==> src/rtl/draw_pkg.sv <==
// rtl/draw_pkg.sv - shared state encoding, default screen geometry and write-port record for draw_line_gen
package draw_pkg;

  typedef enum logic [1:0] {
    IDLE  = 2'd0,
    SETUP = 2'd1,
    DRAW  = 2'd2,
    DONE  = 2'd3
  } line_state_e;

  localparam int DEF_SCREEN_W = 160;
  localparam int DEF_SCREEN_H = 120;
  localparam int DEF_X_W      = 8;
  localparam int DEF_Y_W      = 7;
  localparam int DEF_COLOR_W  = 1;

  // Pixel write record at the default frame-buffer geometry.
  typedef struct packed {
    logic [DEF_X_W-1:0]     x;
    logic [DEF_Y_W-1:0]     y;
    logic [DEF_COLOR_W-1:0] color;
  } pixel_t;

endpackage

==> src/rtl/draw_line_gen.sv <==
// rtl/draw_line_gen.sv - Bresenham line rasteriser with dash mask, screen clipping, backpressure and abort
module draw_line_gen
  import draw_pkg::*;
#(
  parameter int X_W      = 8,
  parameter int Y_W      = 7,
  parameter int LEN_W    = 9,
  parameter int SCREEN_W = DEF_SCREEN_W,
  parameter int SCREEN_H = DEF_SCREEN_H,
  parameter int COLOR_W  = 1
) (
  input  logic               clk,
  input  logic               rst_n,
  input  logic [X_W-1:0]     start_x_pos,
  input  logic [Y_W-1:0]     start_y_pos,
  input  logic [LEN_W-1:0]   x_length,
  input  logic [LEN_W-1:0]   y_length,
  input  logic [COLOR_W-1:0] color,
  input  logic [7:0]         dash_pattern,
  input  logic               start_line,
  input  logic               abort,
  output logic               wr_valid,
  input  logic               wr_ready,
  output logic [X_W-1:0]     write_x_pos,
  output logic [Y_W-1:0]     write_y_pos,
  output logic [COLOR_W-1:0] write_color,
  output logic               running,
  output logic               done
);

  localparam int XS_W = X_W + 2;
  localparam int YS_W = Y_W + 2;
  localparam int ER_W = LEN_W + 2;
  localparam logic signed [XS_W-1:0] X_LIM = XS_W'(SCREEN_W);
  localparam logic signed [YS_W-1:0] Y_LIM = YS_W'(SCREEN_H);
  localparam logic signed [XS_W-1:0] X_ONE = XS_W'(1);
  localparam logic signed [YS_W-1:0] Y_ONE = YS_W'(1);
  localparam logic [LEN_W:0]         K_ONE = (LEN_W+1)'(1);

  line_state_e              state_q, state_d;
  logic signed [LEN_W-1:0]  dx_q, dx_d, dy_q, dy_d;
  logic [COLOR_W-1:0]       color_q, color_d;
  logic [7:0]               dash_q, dash_d;
  logic [LEN_W:0]           ax_q, ax_d, ay_q, ay_d;
  logic [LEN_W:0]           kmax_q, kmax_d, k_q, k_d;
  logic                     sx_neg_q, sx_neg_d, sy_neg_q, sy_neg_d;
  logic signed [ER_W-1:0]   err_q, err_d;
  logic signed [XS_W-1:0]   cur_x_q, cur_x_d;
  logic signed [YS_W-1:0]   cur_y_q, cur_y_d;

  // Lengths widened by one bit so that |most negative| is representable.
  logic signed [LEN_W:0]    dx_ext, dy_ext;
  logic [LEN_W:0]           ax_c, ay_c;
  logic signed [ER_W:0]     e2, ax_s, ay_s;
  logic signed [ER_W-1:0]   ax_e, ay_e;
  logic                     step_x, step_y, on_screen, emit, advance, last;

  assign dx_ext = {dx_q[LEN_W-1], dx_q};
  assign dy_ext = {dy_q[LEN_W-1], dy_q};
  assign ax_c   = dx_q[LEN_W-1] ? -dx_ext : dx_ext;
  assign ay_c   = dy_q[LEN_W-1] ? -dy_ext : dy_ext;

  assign e2     = {err_q, 1'b0};
  assign ax_s   = {2'b00, ax_q};
  assign ay_s   = {2'b00, ay_q};
  assign ax_e   = {1'b0, ax_q};
  assign ay_e   = {1'b0, ay_q};
  assign step_x = e2 > -ay_s;
  assign step_y = e2 < ax_s;

  assign on_screen = !cur_x_q[XS_W-1] && (cur_x_q < X_LIM) &&
                     !cur_y_q[YS_W-1] && (cur_y_q < Y_LIM);
  assign emit      = (state_q == DRAW) && dash_q[k_q[2:0]] && on_screen;
  assign advance   = !emit || wr_ready;
  assign last      = (k_q == kmax_q);

  // Abort withdraws the request in the same cycle; nothing else breaks hold.
  assign wr_valid    = emit && !abort;
  assign write_x_pos = emit ? cur_x_q[X_W-1:0] : '0;
  assign write_y_pos = emit ? cur_y_q[Y_W-1:0] : '0;
  assign write_color = emit ? color_q : '0;
  assign running     = (state_q != IDLE);
  assign done        = (state_q == DONE);

  always_comb begin
    state_d  = state_q;
    dx_d     = dx_q;
    dy_d     = dy_q;
    color_d  = color_q;
    dash_d   = dash_q;
    ax_d     = ax_q;
    ay_d     = ay_q;
    kmax_d   = kmax_q;
    k_d      = k_q;
    sx_neg_d = sx_neg_q;
    sy_neg_d = sy_neg_q;
    err_d    = err_q;
    cur_x_d  = cur_x_q;
    cur_y_d  = cur_y_q;
    case (state_q)
      IDLE: begin
        if (start_line) begin
          state_d = SETUP;
          dx_d    = x_length;
          dy_d    = y_length;
          color_d = color;
          dash_d  = dash_pattern;
          cur_x_d = {2'b00, start_x_pos};
          cur_y_d = {2'b00, start_y_pos};
        end
      end
      SETUP: begin
        ax_d     = ax_c;
        ay_d     = ay_c;
        sx_neg_d = dx_q[LEN_W-1];
        sy_neg_d = dy_q[LEN_W-1];
        kmax_d   = (ax_c > ay_c) ? ax_c : ay_c;
        k_d      = '0;
        err_d    = $signed({1'b0, ax_c}) - $signed({1'b0, ay_c});
        state_d  = abort ? IDLE : DRAW;
      end
      DRAW: begin
        if (abort) begin
          state_d = IDLE;
        end else if (advance) begin
          if (step_x) begin
            cur_x_d = sx_neg_q ? cur_x_q - X_ONE : cur_x_q + X_ONE;
          end
          if (step_y) begin
            cur_y_d = sy_neg_q ? cur_y_q - Y_ONE : cur_y_q + Y_ONE;
          end
          err_d = err_q - (step_x ? ay_e : '0) + (step_y ? ax_e : '0);
          k_d   = k_q + K_ONE;
          if (last) begin
            state_d = DONE;
          end
        end
      end
      DONE:    state_d = IDLE;
      default: state_d = IDLE;
    endcase
  end

  always_ff @(posedge clk or negedge rst_n) begin
    if (!rst_n) begin
      state_q  <= IDLE;
      dx_q     <= '0;
      dy_q     <= '0;
      color_q  <= '0;
      dash_q   <= '0;
      ax_q     <= '0;
      ay_q     <= '0;
      kmax_q   <= '0;
      k_q      <= '0;
      sx_neg_q <= 1'b0;
      sy_neg_q <= 1'b0;
      err_q    <= '0;
      cur_x_q  <= '0;
      cur_y_q  <= '0;
    end else begin
      state_q  <= state_d;
      dx_q     <= dx_d;
      dy_q     <= dy_d;
      color_q  <= color_d;
      dash_q   <= dash_d;
      ax_q     <= ax_d;
      ay_q     <= ay_d;
      kmax_q   <= kmax_d;
      k_q      <= k_d;
      sx_neg_q <= sx_neg_d;
      sy_neg_q <= sy_neg_d;
      err_q    <= err_d;
      cur_x_q  <= cur_x_d;
      cur_y_q  <= cur_y_d;
    end
  end

endmodule

==> config.mk <==
export PLATFORM = sky130hd
export DESIGN_NAME = draw_line_gen
export DESIGN_NICKNAME = d
export VERILOG_FILES = /design/src/rtl/draw_pkg.sv /design/src/rtl/draw_line_gen.sv
export SDC_FILE = /design/constraint.sdc
export NUM_CORES = 1
export LEC_CHECK = 0
export BUFFER_PORTS_ARGS = -buffer_cell sky130_fd_sc_hd__clkbuf_2
export CAP_MARGIN = 20
export CORE_AREA = 5 5 162 148
export CTS_CLUSTER_DIAMETER = 40
export DETAILED_ROUTE_END_ITERATION = 16
export DIE_AREA = 0 0 167 153
export GPL_ROUTABILITY_DRIVEN = 0
export GPL_TIMING_DRIVEN = 0
export SYNTH_ARGS = -nofsm -noshare
export SYNTH_HDL_FRONTEND = slang
export SYNTH_SLANG_ARGS = --single-unit
==> constraint.sdc <==
create_clock -name clk -period 7.5 [get_ports clk]
set_input_delay 0.375 -clock clk [delete_from_list [all_inputs] [get_ports clk]]
set_output_delay 0.375 -clock clk [all_outputs]
set_load 0.02 [all_outputs]
* Word-level counts from Yosys, hierarchy flattened
Cells that the tools add are included.
** Word-level totals
- Register bits :: 101
- Input port bits :: 47
- Output and inout port bits :: 19
- Logic and storage cells :: 96
** Cells by class
- Add/sub/neg operators :: 11
- Order comparisons :: 6
- Equal/unequal tests :: 11
- Multiplexer cells :: 34
- Reductions and logical operators :: 20
** Operators with widths (number)
- $mux W10 :: 12
- $mux W9 :: 5
- $pmux W10 S2 :: 2
- $mux W11 :: 2
- $pmux W11 S2 :: 1
- $neg A9 Y10 :: 2
- $pmux W9 S2 :: 1
- $gt A12 B12 Y1 :: 1
- $lt A12 B11 Y1 :: 1
- $neg A10 Y12 :: 1
- $add A11 B10 Y11 :: 1
- $sub A10 B10 Y11 :: 1
- $sub A11 B10 Y11 :: 1
- $add A10 B1 Y10 const B :: 1
- $add A10 B2 Y10 const B :: 1
- $eq A10 B10 Y1 :: 1
- $gt A10 B10 Y1 :: 1
- $lt A10 B9 Y1 const B :: 1
- $mux W2 :: 5
- $ne A2 B2 Y1 const B :: 5
- $reduce_and A5 Y1 :: 2
- $sub A10 B2 Y10 const B :: 1
- $add A9 B2 Y9 const B :: 1
- $lt A9 B8 Y1 const B :: 1
- other kinds (17) :: 31

* Longest topological paths before layout
- Depth after elaboration :: 10
- Gate-level depth with buffers :: 23
- Mapped depth without buffers :: 22

* Least setup slack after synthesis
No wires, ideal clock.
- Path type :: register to register
- Start point :: register ay_q[3]
- End point :: register err_q[10]
- Arrival :: 5386 ps
- Data required time :: 7404 ps
- Path slack :: 2018 ps
- Cell stages (with the launch flop) :: 24
- Path buffers :: 1
- Clock period less this slack :: 5482 ps
- Path through :: dfrtp_1 -> or4_1 -> nor2_1 -> nand2_1 -> nor3_1 -> xor2_1 -> ha_1 -> nand4_2 -> nor4_4 -> nor2b_1 -> o21a_1 -> or2_2 -> clkbuf_1 -> and2_1 -> fa_1 -> inv_1 -> ha_1 -> a21oi_1 -> o211ai_1 -> o41a_1 -> a31o_2 -> xor2_1 -> and3_1 -> nor4_2
** On the way
- Cells in the longest elaborated chain, start to end :: 8
** RTL lines
- start: declaration :: RTL line draw_line_gen.sv:44 : logic [LEN_W:0] ax_q, ax_d, ay_q, ay_d;
- start signal: assignment :: RTL line draw_line_gen.sv:167 : ay_q <= ay_d;
- $neg A10 Y12 :: RTL line draw_line_gen.sv:68 : assign step_x = e2 > -ay_s;
- $gt A12 B12 Y1 :: RTL line draw_line_gen.sv:68
- $mux W10 * :: RTL line draw_line_gen.sv:132 : err_d = err_q - (step_x ? ay_e : '0) + (step_y ? ax_e : '0);
- $sub A11 B10 Y11 * :: RTL line draw_line_gen.sv:132
- $add A11 B10 Y11 * :: RTL line draw_line_gen.sv:132
- $mux W11 * :: RTL line draw_line_gen.sv:125 : end else if (advance) begin
- $mux W11 * :: RTL line draw_line_gen.sv:123 : if (abort) begin
- $pmux W11 S2 * :: RTL line draw_line_gen.sv:100 : case (state_q)
- end signal: assignment :: RTL line draw_line_gen.sv:172 : err_q <= err_d;
- end: declaration :: RTL line draw_line_gen.sv:47 : logic signed [ER_W-1:0] err_q, err_d;
Every way passes the cells marked *; elsewhere a longest branch is shown, timed or not. The select of a mux whose other input is x is not followed.
A chain may end at the register's enable or synchronous reset.

* Worst setup path in the final report
Ends and elaborated chain as after synthesis.

==> results.py <==
metrics = {
    "clock_tree": {
        "cts_buffer_depth": 2,
        "cts_sinks": 101,
        "cts_tree": "yes",
        "clk-insertion-delay-late_ns": 0.36,
        "cts_inserted_buffers": 9,
        "h-tree-depth": 3,
        "root_buffer": "clkbuf_16",
        "cts_setup_buffers": 0,
        "cts_hold_buf": 0,
        "clkTransAtPathRegs_ns": 0.08,
        "cts-resized-gates": 0,
    },
    "placement": {
        "port-buffer-count": 65,
        "hpwl_um": 15000,
        "placed_area_um2": 8080,
        "dp.cells": 1171,
    },
    "drt": {
        "ant_nets": 0,
        "drt_iter0_drc": 303,
        "viasPerCell": 5.02,
        "drt_pass1_iterations": 5,
        "route.detailed.drc": 0,
        "wire_per_inst_um": 16.1,
        "vias": 5959,
        "finalWirelength_um": 19100,
    },
    "floorplanning": {
        "fp-row-count": 52,
        "die_w_um": 167,
        "core_area_um2": 22200,
        "die_height_um": 153,
        "start_util_pct": 33.2,
        "die_area_um2": 25600,
        "ios": 66,
    },
    "synthesis": {
        "netlist.area_leader.share_pct": 34.3,
        "yosysTopAreaCell": "dfrtp_1",
        "ys_seq_elements": 101,
        "ys_top_cells_by_count": "101 x dfrtp_1, 92 x nand2_1, 68 x inv_1, 59 x ha_1, 49 x o21ai_0",
        "synth_cells": 809,
        "yosysSeqAreaShare_pct": 34.3,
        "synth_ff_type": "dfrtp_1",
        "synth_most_common_cell": "dfrtp_1",
        "yosysWarnings": 0,
        "synth_cell_types": 68,
        "synth_enable_flop_cells": 0,
        "async_flop_share_pct": 100,
        "synthTopCellsByArea": "dfrtp_1 34%, ha_1 10%, nand2_1 4.7%",
        "postSynthAreaPerCell_um2": 9.11,
        "syn_area_um2": 7370,
        "synth_fp_nets": 928,
    },
    "cells_and_area": {
        "fin_area_um2": 8380,
        "postLayoutCoreUtil_pct": 37.8,
        "multi_input_area_um2": 4460,
        "diodes": 0,
        "layout-drive-gt1-share_pct": 15.1,
        "nNetsFinal": 1004,
        "syn2layout_area_growth_pct": 13.7,
        "fin_cells": 1187,
        "seq_area_um2": 2530,
        "nFillCells": 2251,
    },
    "timing": {
        "max_clock_freq_mhz": 157,
        "setup-tns-final_ns": 0,
        "finalClockSkew_ns": 0.00948,
        "max_slew_margin_pct": 36.5,
        "hold_viol": 0,
        "slew_viol_final": 0,
        "setup_viol": 0,
        "tightestPinTransition_ns": 0.944,
        "rsz0062_at_grt": "false",
        "min_period_ns": 6.37,
        "layout_worst_path_cycle_share_pct": 84.9,
    },
    "setup_path": {
        "slowest_stage": "nor4_1",
        "arrival_ns": 6.64,
        "slowest_delay_ns": 0.54,
        "critPathMaxFanout": 10,
        "critPathLaunchType": "flop",
        "required_ns": 7.77,
        "crit_cells": 23,
        "critPathCaptureType": "flop",
        "crit_chain": "or4_1 > nor2_1 > nand2_1 > nor3_1 > xor2_1 > ha_1 > nand4_2 > a211oi_1 > nor3_1 > nor4_1 > or2_2 > clkbuf_1 > and2_1 > fa_1 > inv_1 > ha_1 > a21oi_1 > o211ai_1 > o41a_1 > a31o_2 > xor2_1 > and3_1 > nor4_2",
        "crit_type": "reg -> reg",
        "cp.buffers_inverters": 2,
        "r2r_cells": 23,
        "path_delay_family": "simple AND/OR/NAND/NOR gates",
    },
    "global_route": {
        "antenna_found_initial": 0,
        "grt_max_degree": 102,
        "gr-total-overflow": 0,
        "first_global_vias": 6038,
        "grt_pass1_wl_um": 32000,
        "grtUsageTotal_pct": 15.4,
    },
    "job": {
        "drv_cap": 0,
    },
    "power_and_ir_drop": {
        "irDropWorstVdd_mv": 0.216,
        "powerDensity_nw_per_um2": 492,
        "p_leak_nw": 3.88,
    },
    "run_status": {
        "status": "complete, no violations",
    },
    "hold_path": {
        "hold_class": "in -> async",
    },
}
## worst paths after layout
check                             from  slack (ns)        end
max                            ay_q[3]        1.13  err_q[10]
min                              rst_n        0.09   err_q[0]
max reg2reg                    ay_q[3]        1.13  err_q[10]
min reg2reg                  dash_q[0]        0.51  dash_q[0]
max in group asynchronous        rst_n        6.77     k_q[0]
min in group clk           y_length[0]        0.22    dy_q[0]
## placed cells by master, fill, tap and decap left out, types with 30 or more instances in the layout
cell type | synthesis | final
a21oi_1 | 32 | 32
and2_1 | 30 | 30
clkbuf_2 | 0 | 64
dfrtp_1 | 101 | 101
ha_1 | 59 | 59
inv_1 | 68 | 68
nand2_1 | 92 | 92
nor2_1 | 46 | 46
o21ai_0 | 49 | 49
xor2_1 | 39 | 39
## stage by stage
stage	hold slack, ns	setup slack, ns	power [mW]
after global routing	0.205	0.782	4.56
final	0.0925	1.13	4.13
after global placement	0.488	1.25	3.61
after detailed placement	0.495	1.21	3.64
after CTS	0.161	1.16	4.15
after floorplan	0.0794	2.02	2.99
## per-layer routing
metal,share of wire [%],vias up,wire length (um),GRT usage (%)
li1,-,2986,-,-
met1,50,2861,9620,22.1
met2,45,101,8610,24.5
met3,3.8,11,720,2.66
met4,0.94,0,180,3.31
met5,0,-,0,0
## state kept, by name, summed over array words and instances (netlist names)
name      cells
err_q        11
ax_q         10
ay_q         10
cur_x_q      10
k_q          10
kmax_q       10
cur_y_q       9
dx_q          9
dy_q          9
dash_q        8
state_q       2
color_q       1
sx_neg_q      1
sy_neg_q      1
## where the power goes
part           switching [mW]  internal, mW  total [mW]
registers               0.193         0.724       0.917
clock network           0.244         0.238       0.482
logic                    1.57          1.16        2.73
total                    2.01          2.12        4.13
## worst register-to-register path: stages, from the launching register on
cell	delay, ns
dfrtp_1	0.44
or4_1	0.53
nor2_1	0.14
nand2_1	0.14
nor3_1	0.20
xor2_1	0.11
ha_1	0.33
nand4_2	0.20
a211oi_1	0.22
nor3_1	0.13
nor4_1	0.54
or2_2	0.24
clkbuf_1	0.41
and2_1	0.26
fa_1	0.42
inv_1	0.06
ha_1	0.27
a21oi_1	0.22
o211ai_1	0.17
o41a_1	0.38
a31o_2	0.27
xor2_1	0.16
and3_1	0.20
nor4_2	0.25
## cells by family after synthesis
group / share of synthesized area (%)
other: 0.102
AOI/OAI and AO/OA: 14.8
DFF: 34.3
and+or+nand+nor: 19.0
adders and majority gates: 13.5
muxes: 5.16
xor gates and xnor gates: 7.84
buffers and inverters: 5.26
## cell type report
type                       instances  area share [%]
tap                              297            4.43
inverter                          68            3.05
clock inverter                     7           0.911
buffer                            29            1.58
sequential                       101            30.2
clock buffer                       9            2.69
multi-input combinational        611            53.2
timing repair buffer              65            3.99
(Power assumes the default switching activity.)
